$ cat config.mk
export PLATFORM = sky130hd
export DESIGN_NAME = swd_xfer_sequencer
export DESIGN_NICKNAME = d
export VERILOG_FILES = /design/src/rtl/swd_xfer_sequencer.sv
export SDC_FILE = /design/constraint.sdc
export NUM_CORES = 1
export LEC_CHECK = 0
export CORE_MARGIN = 2
export CORE_UTILIZATION = 40
export CTS_BUF_LIST = sky130_fd_sc_hd__clkbuf_8
export CTS_CLUSTER_SIZE = 40
export DETAILED_ROUTE_END_ITERATION = 7
export PLACE_DENSITY = 0.66
export SLEW_MARGIN = 20
export SYNTH_ARGS = -nofsm -noshare
export SYNTH_HDL_FRONTEND = slang
export SYNTH_SLANG_ARGS = --single-unit
$ cat constraint.sdc
create_clock -name sck -period 3.5 [get_ports sck]
set_input_delay 0.7 -clock sck [delete_from_list [all_inputs] [get_ports sck]]
set_output_delay 0.7 -clock sck [all_outputs]
set_load 0.05 [all_outputs]
$ cat src/rtl/swd_xfer_sequencer.sv
// swd_xfer_sequencer: sequences one SWD transaction (request, ACK, data, parity) with WAIT retries
// Ports:
//   sck, rst_n               clock (posedge) and asynchronous active-low reset
//   req_valid/req_ready      request handshake; req_apndp, req_rnw, req_addr (A[3:2]), req_wdata
//   rsp_valid/rsp_ready      response handshake; rsp_ack (first-sampled bit in [0]), rsp_rdata,
//                            rsp_perr, rsp_retries
//   fe_arm_n                 frontend reset: 0 = disarmed between frames, 1 = frame in progress
//   fe_rnw, fe_mosi, fe_miso frontend direction, outgoing and incoming line bits
//   busy                     high whenever a transaction is in progress
module swd_xfer_sequencer #(
  parameter int RETRY_MAX  = 15,
  parameter int GAP_CYCLES = 2
) (
  input  logic        sck,
  input  logic        rst_n,
  input  logic        req_valid,
  output logic        req_ready,
  input  logic        req_apndp,
  input  logic        req_rnw,
  input  logic [1:0]  req_addr,
  input  logic [31:0] req_wdata,
  output logic        rsp_valid,
  input  logic        rsp_ready,
  output logic [2:0]  rsp_ack,
  output logic [31:0] rsp_rdata,
  output logic        rsp_perr,
  output logic [3:0]  rsp_retries,
  output logic        fe_arm_n,
  output logic        fe_rnw,
  output logic        fe_mosi,
  input  logic        fe_miso,
  output logic        busy
);
  localparam logic [3:0] RMAX  = 4'(RETRY_MAX);
  localparam logic [3:0] GLAST = 4'(GAP_CYCLES - 1);
  typedef enum logic [3:0] {
    IDLE, ARM, REQ, TURN1, ACK, RDATA, RPAR, TAIL, TURN2, WDATA, WPAR, ABORT, GAP, RESP
  } state_t;
  state_t      state, state_nx;
  logic        apndp, rnw;
  logic [1:0]  addr;
  logic [31:0] wdata, rd_sh;
  logic [5:0]  k;
  logic [3:0]  gcnt;
  logic [7:0]  req_byte;
  logic        ack_ok, retry, frame;
  assign req_byte = {1'b1, 1'b0, apndp ^ rnw ^ addr[0] ^ addr[1], addr[1], addr[0], rnw, apndp, 1'b1};
  // the third ACK bit is still on the line when the branch is decided
  assign ack_ok   = {fe_miso, rsp_ack[1:0]} == 3'b001;
  assign retry    = rsp_ack == 3'b010 && rsp_retries < RMAX;
  assign frame    = state inside {REQ, TURN1, ACK, RDATA, RPAR, TAIL, TURN2, WDATA, WPAR, ABORT};
  always_ff @(posedge sck or negedge rst_n)
    if (!rst_n) state <= IDLE;
    else        state <= state_nx;
  always_comb begin
    state_nx = state;
    case (state)
      IDLE:    if (req_valid) state_nx = ARM;
      ARM:     state_nx = REQ;
      REQ:     if (k == 6'd9) state_nx = TURN1;
      TURN1:   state_nx = ACK;
      ACK:     if (k == 6'd13) state_nx = ack_ok ? (rnw ? RDATA : TURN2) : ABORT;
      RDATA:   if (k == 6'd45) state_nx = RPAR;
      RPAR:    state_nx = TAIL;
      TAIL:    state_nx = GAP;
      TURN2:   state_nx = WDATA;
      WDATA:   if (k == 6'd46) state_nx = WPAR;
      WPAR:    state_nx = GAP;
      ABORT:   state_nx = GAP;
      GAP:     if (gcnt == GLAST) state_nx = retry ? ARM : RESP;
      RESP:    if (rsp_ready) state_nx = IDLE;
      default: state_nx = IDLE;
    endcase
  end
  always_comb begin
    req_ready = state == IDLE;
    busy      = state != IDLE;
    rsp_valid = state == RESP;
    fe_arm_n  = frame;
    fe_rnw    = (frame || state == ARM) ? rnw : 1'b1;
    fe_mosi   = (state == REQ && k >= 6'd2) ? req_byte[3'(k - 6'd2)] :
                state == WDATA ? wdata[5'(k - 6'd15)] :
                state == WPAR  ? ^wdata : 1'b0;
  end
  always_ff @(posedge sck or negedge rst_n)
    if (!rst_n) begin
      k           <= '0;
      gcnt        <= '0;
      apndp       <= 1'b0;
      rnw         <= 1'b1;
      addr        <= '0;
      wdata       <= '0;
      rd_sh       <= '0;
      rsp_ack     <= '0;
      rsp_rdata   <= '0;
      rsp_perr    <= 1'b0;
      rsp_retries <= '0;
    end else begin
      k    <= state == ARM ? 6'd0 : k + 6'd1;
      gcnt <= state == GAP ? gcnt + 4'd1 : 4'd0;
      if (state == IDLE && req_valid) begin
        apndp       <= req_apndp;
        rnw         <= req_rnw;
        addr        <= req_addr;
        wdata       <= req_wdata;
        rsp_retries <= '0;
        rsp_perr    <= 1'b0;
      end
      if (state == ACK) rsp_ack[2'(k - 6'd11)] <= fe_miso;
      if (state == RDATA) rd_sh <= {fe_miso, rd_sh[31:1]};
      // only a completed OK read touches the visible read data
      if (state == RPAR) begin
        rsp_rdata <= rd_sh;
        rsp_perr  <= fe_miso ^ (^rd_sh);
      end
      if (state == GAP && gcnt == GLAST && retry) rsp_retries <= rsp_retries + 4'd1;
    end
endmodule

After elaboration in Yosys (flattened, before gate mapping)
Cells that the tools add are included.

storage, ports and cells
  register bits after elaboration = 122
  word-level logic and storage cells = 99

operators by class
  add/subtract/negate cells = 6
  $lt $le $gt $ge = 6
  equality and inequality tests = 27
  muxes and demuxes = 28
  bitwise gates (word level) = 4
  reduce and logical (&&, ||, !) cells = 16

operator list
  cell                 count
  $reduce_xor 32->1    2
  $mux 4               13
  $pmux 4 s12          1
  $eq 4x4->1 const B   6
  $eq 4x3->1 const B   4
  $eq 6x4->1 const B   2
  $eq 6x6->1 const B   2
  $reduce_bool 10->1   1
  $mux 1               9
  $add 4x1->4 const B  2
  $eq 4x1->1 const B   2
  $eq 4x2->1 const B   2
  $ne 2x2->1 const B   4
  $reduce_and 7->1     1
  $add 6x1->6 const B  1
  $ge 6x2->1 const B   1
  $logic_and 1x1->1    6
  $lt 5x6->1 const B   1
  $mux 6               1
  $ne 2x1->1 const B   3
  $bmux 1 s5           1
  $sub 5x4->5 const B  1
  $logic_not 4->1      1
  $lt 3x4->1 const B   1
  15 further kinds     19

Depth between registers and ports, before layout
  depth after elaboration = 6
  gate-level depth with buffers = 10
  gate-level depth less buffers = 8

Least setup slack after synthesis
OpenSTA, ideal clock, no wires.

  kind = flip-flop to output port
  start = register k[0]
  end = output fe_mosi
  data arrival time = 2,741 ps
  required time = 2,800 ps
  setup slack = 59 ps
  stages on the path, launching flop included = 10
  path buffers = 2
  path through = dfrtp_1 > buf_2 > inv_1 > ha_1 > clkbuf_1 > mux4_2 > mux2i_1 > o21ai_0 > o211ai_1 > o211ai_1

on the way
  cells in the longest elaborated chain, start to end = 5

ends and longest elaborated chain
  item                          RTL line  RTL
  start, declared               43        logic [5:0] k;
  start signal, assigned        99        k <= state == ARM ? 6'd0 : k + 6'd1;
  $sub 5x4->5                   82        state == WDATA ? wdata[5'(k - 6'd15)] :
  $bmux 1 s5                    82
  $mux 1 (not written as such)  82
  $mux 1                        82
  $mux 1 *                      81        fe_mosi = (state == REQ && k >= 6'd2) ? req_byte[3'(k - 6'd2)] :
  end, declared                 30        output logic fe_mosi,

Every way passes the cells marked *; elsewhere a longest branch is shown, timed or not. The select of a mux whose other input is x is not followed.

Worst setup path after layout
Ends and elaborated chain as after synthesis.

==> results.txt <==
Clock period minus worst slack: 3.32 ns. In the synthesized netlist, mux cells make up 24.0% of the area. The first global-routing pass estimated 20200 µm of wire.

The count of buffer and inverter cells on the critical path is 4, and the proportion of register bits with asynchronous set or reset after synthesis is 100%. For this block, the initial DRC count from the detailed router was 300. Counting distinct cell types in the post-synthesis netlist gives 48. In this run the core area contains 44 standard-cell rows. The flow ran to the end, and the final reports show no timing, DRC or antenna violations. The number of ports placed on the die boundary was 87; the area share of fa/ha/maj cells after synthesis was 1.90%. Relative to the synthesized area, the layout overhead comes to 25.7%. For the final antenna-violating net count, the log shows 0. The synthesized netlist occupies a cell area of 0.00594 mm². The final critical path takes up 94.8% of the cycle. Of the total synthesized cell area, the portion taken by AND, OR, NAND and NOR gates is 6.05%. In the final design database the tool counted 599 nets. For this configuration, the core starts out at a cell density of 40.9%. The cell class contributing the biggest share of worst-path delay is buffers and inverters. The tools report the sink count of the clock tree as 122.

The die span in x is 126 µm, and the final-layout fill cell count is 1279. TritonCTS built the clock tree. Counting tap cells, the placed design contains a total of 711 instances. The most numerous cell type found on the critical path is buf_4.

For this design the ratio of total power to cell area is 901 mW/mm². The detailed-routing iteration count for the pre-antenna-repair pass came out at 4. Dominant register cell in the synthesized netlist: dfrtp_1. The number of nets in the synthesized netlist is 502. The slew at the pin with the worst max-slew slack was 0.767 ns. For the highest ir drop seen on vdd, the log shows 0.000594 V.

The finished cells cover 0.00747 mm². The tools report the buffer cell driving the clock tree root as clkbuf_8. Setup violations remaining at the end of the flow were counted as 0.

The endpoint type of the worst setup path was a primary output. The area of the die was 0.0158 mm². The worst-path cell with the longest stage delay was dfrtp_1. Number of slew-limit violations in the final report: 0. The detail-routed net length per standard cell is 15.9 µm, and the via count of the routed design is 3785.

After clock tree synthesis, the flow added hold-fix buffers numbering 0. The clock tree buffer depth is 2. The worst hold path belongs to the class primary input to asynchronous set/reset pin. The average footprint of a synthesized cell was 13.1 µm²; the initial antenna violation count was 0. The core region is 0.0145 mm². The post-route clock skew came out at 0.0157 ns.

Walking the worst path, the cells encountered are buf_8 -> ha_2 -> xnor2_2 -> buf_4 -> buf_4 -> mux4_2 -> a21oi_1 -> nand3_1 -> o211ai_1 -> o211ai_1 -> buf_4. The sequential element share of the synthesized area was 51.4%; the average vias per placed instance was 5.07. The finished layout holds 746 standard cells, fillers aside.

In this run the tool buffered the top-level ports with 86 buffer cells. The antenna diode instance count was 0; the flip-flop and latch count after synthesis was 122. The maximum level of the CTS H-tree came out at 4.

Pin count of the biggest net entering global routing: 66. The insertion delay to the later sink of the worst-skew pair is 0.44 ns, and the total congestion overflow after global routing is 0. The wire-length estimate of the detail-placed layout is 8250 µm.

After synthesis, the largest family of logic cells by area is multiplexers. The logs give 0 for the count of max-cap constraint violations and 0 for the DRC violation count after routing. In this run the worst path has a maximum fanout of 14.

The die is 126 µm tall. Measured against its own limit, the worst slew margin works out to 48.9%. The tools report the number of endpoints with negative hold slack in the final report as 0. The post-synthesis xor/xnor area fraction is 10.8%. At the worst endpoint, the arrival time is 2.62 ns. Buffers inserted during clock tree synthesis total 17. At the worst endpoint, the required time is 2.80 ns.

The tools report the via count of the first global-routing pass as 4013. The worst slack on hold paths was 0.330 ns; the timing-limited maximum frequency was 301 MHz. Wires add up to 11900 µm. The synthesis warning total was 0. After clock tree synthesis, the clock-pin slew on the worst setup and hold paths is 0.07 ns. The critical path is of the flop to primary output type. In the global route stage, overall resource usage came out at 16.3%. The maximum cell stage delay along the critical path was 0.40 ns.

The share of layout cells above drive strength 1 came out at 30.2%. For this design the static power due to leakage is 3.27 nW. At the end of routability-driven placement, the weighted congestion stood at 0.787. The synthesized netlist cell count is 452, and the final sum of negative setup slack is 0 ns.

The post-synthesis compound-gate area fraction was 3.86%. STA classifies the critical path startpoint as a flop. Counting flops with a built-in enable in the synthesized netlist gives 0. Once placement finished, the instance area stood at 0.00700 mm².
state kept, by name, indices dropped and copies added, names as in the netlist:
register     count
rd_sh           32
rsp_rdata       32
wdata           32
k                6
gcnt             4
rsp_retries      4
state            4
rsp_ack          3
addr             2
apndp            1
rnw              1
rsp_perr         1
per-stage QoR:
| step | setup slack, ns | utilization, % | power [mW] |
|---|---|---|---|
| 2_1_floorplan | 0.0591 | - | 4.63 |
| 6_report | 0.181 | 51.4 | 6.73 |
| 4_1_cts | 0.0846 | 50.9 | 6.68 |
| 5_1_grt | -0.00355 | 51.4 | 7.19 |
| 3_5_place_dp | 0.470 | 48.2 | 5.36 |
| 3_3_place_gp | 0.527 | 48.2 | 5.29 |
cell usage after synthesis (all sizes together) (8+ instances only):
cell type	number	area, µm²
mux4	8	180
a21oi	8	40.0
xor2	11	96.3
dfrtp	121	3030
ha	9	113
nand3	8	45.0
o21ai	9	45.0
nand2	22	82.6
mux2	107	1200
nor2	23	88.8
xnor2	60	526
buf	17	92.6
cells by family (layout without fill, tap and decap cells):
family | Yosys count | after routing
flip-flops | 122 | 122
multiplexers | 119 | 119
XOR/XNOR | 72 | 72
AND/OR/NAND/NOR | 72 | 72
AO/OA/AOI/OAI | 35 | 35
buffers and inverters | 23 | 133
adder cells (fa/ha/maj) | 9 | 9
layout make-up:
class                   count  area, µm²  area share [%]
inverters                   5       18.8           0.251
multi-input cells         307       2800            37.5
flip-flops and latches    122       3050            40.9
repair buffers             96        963            12.9
well taps                 184        230            3.08
clock buffers              19        262            3.50
clock inverters            13        141            1.89
timing repair:
| item | 4_1_cts | 5_1_grt |
|---|---|---|
| setup buffers | 0 | 3 |
| resized for setup | 1 | 6 |
| endpoints found under the setup margin | 1 | 1 |
| pin swaps | 0 | 3 |
layout by cell type, fill, tap and decap left out, types with 3 or more instances in the layout:
| cell | netlist | routed |
|---|---|---|
| mux2_2 | 106 | 106 |
| nand2_1 | 22 | 22 |
| xnor2_1 | 60 | 59 |
| inv_6 | 0 | 4 |
| nand3_1 | 7 | 7 |
| nor2_2 | 1 | 3 |
| a21oi_1 | 8 | 8 |
| inv_1 | 5 | 6 |
| nor3_1 | 4 | 4 |
| ha_1 | 9 | 7 |
| nor2_1 | 22 | 20 |
| o21ai_0 | 8 | 7 |
| xor2_1 | 11 | 11 |
| clkdlybuf4s50_1 | 0 | 84 |
| buf_4 | 1 | 9 |
| nand2b_1 | 4 | 4 |
| mux2i_1 | 4 | 4 |
| a21o_1 | 3 | 3 |
| dfrtp_1 | 121 | 121 |
| clkbuf_8 | 0 | 19 |
| mux4_2 | 8 | 8 |
power breakdown:
group,switching (mW),internal [mW]
registers,0.430,1.75
clock network,0.589,0.675
logic,1.54,1.75
total,2.56,4.17
path summary, 6_finish.rpt:
path / start / endpoint / slack [ns] / cells after the start
setup / recovery: k[0] / fe_mosi / 0.18 / 11
hold / removal: rst_n / wdata[25] / 0.33 / 1
setup reg to reg: state[0] / state[0] / 1.41 / 5
hold reg to reg: gcnt[0] / gcnt[0] / 0.50 / 1
max in group asynchronous: rst_n / rd_sh[19] / 2.35 / 2
min in group sck: gcnt[0] / gcnt[0] / 0.50 / 1
worst reg2reg max path, stage by stage (launching register included):
cell      delay [ns]
dfrtp_1         0.62
nand2b_1        0.21
or3b_1          0.46
a31oi_1         0.28
nor4_4          0.09
mux2_1          0.33
layer usage:
metal / vias up / wire (µm) / track usage, %
li1: 1782 / - / -
met1: 1932 / 5190 / 20.6
met2: 54 / 6040 / 26.5
met3: 17 / 478 / 5.48
met4: 0 / 153 / 5.56
met5: - / 0 / 0
Note: power is estimated with default switching activity, not from simulation.
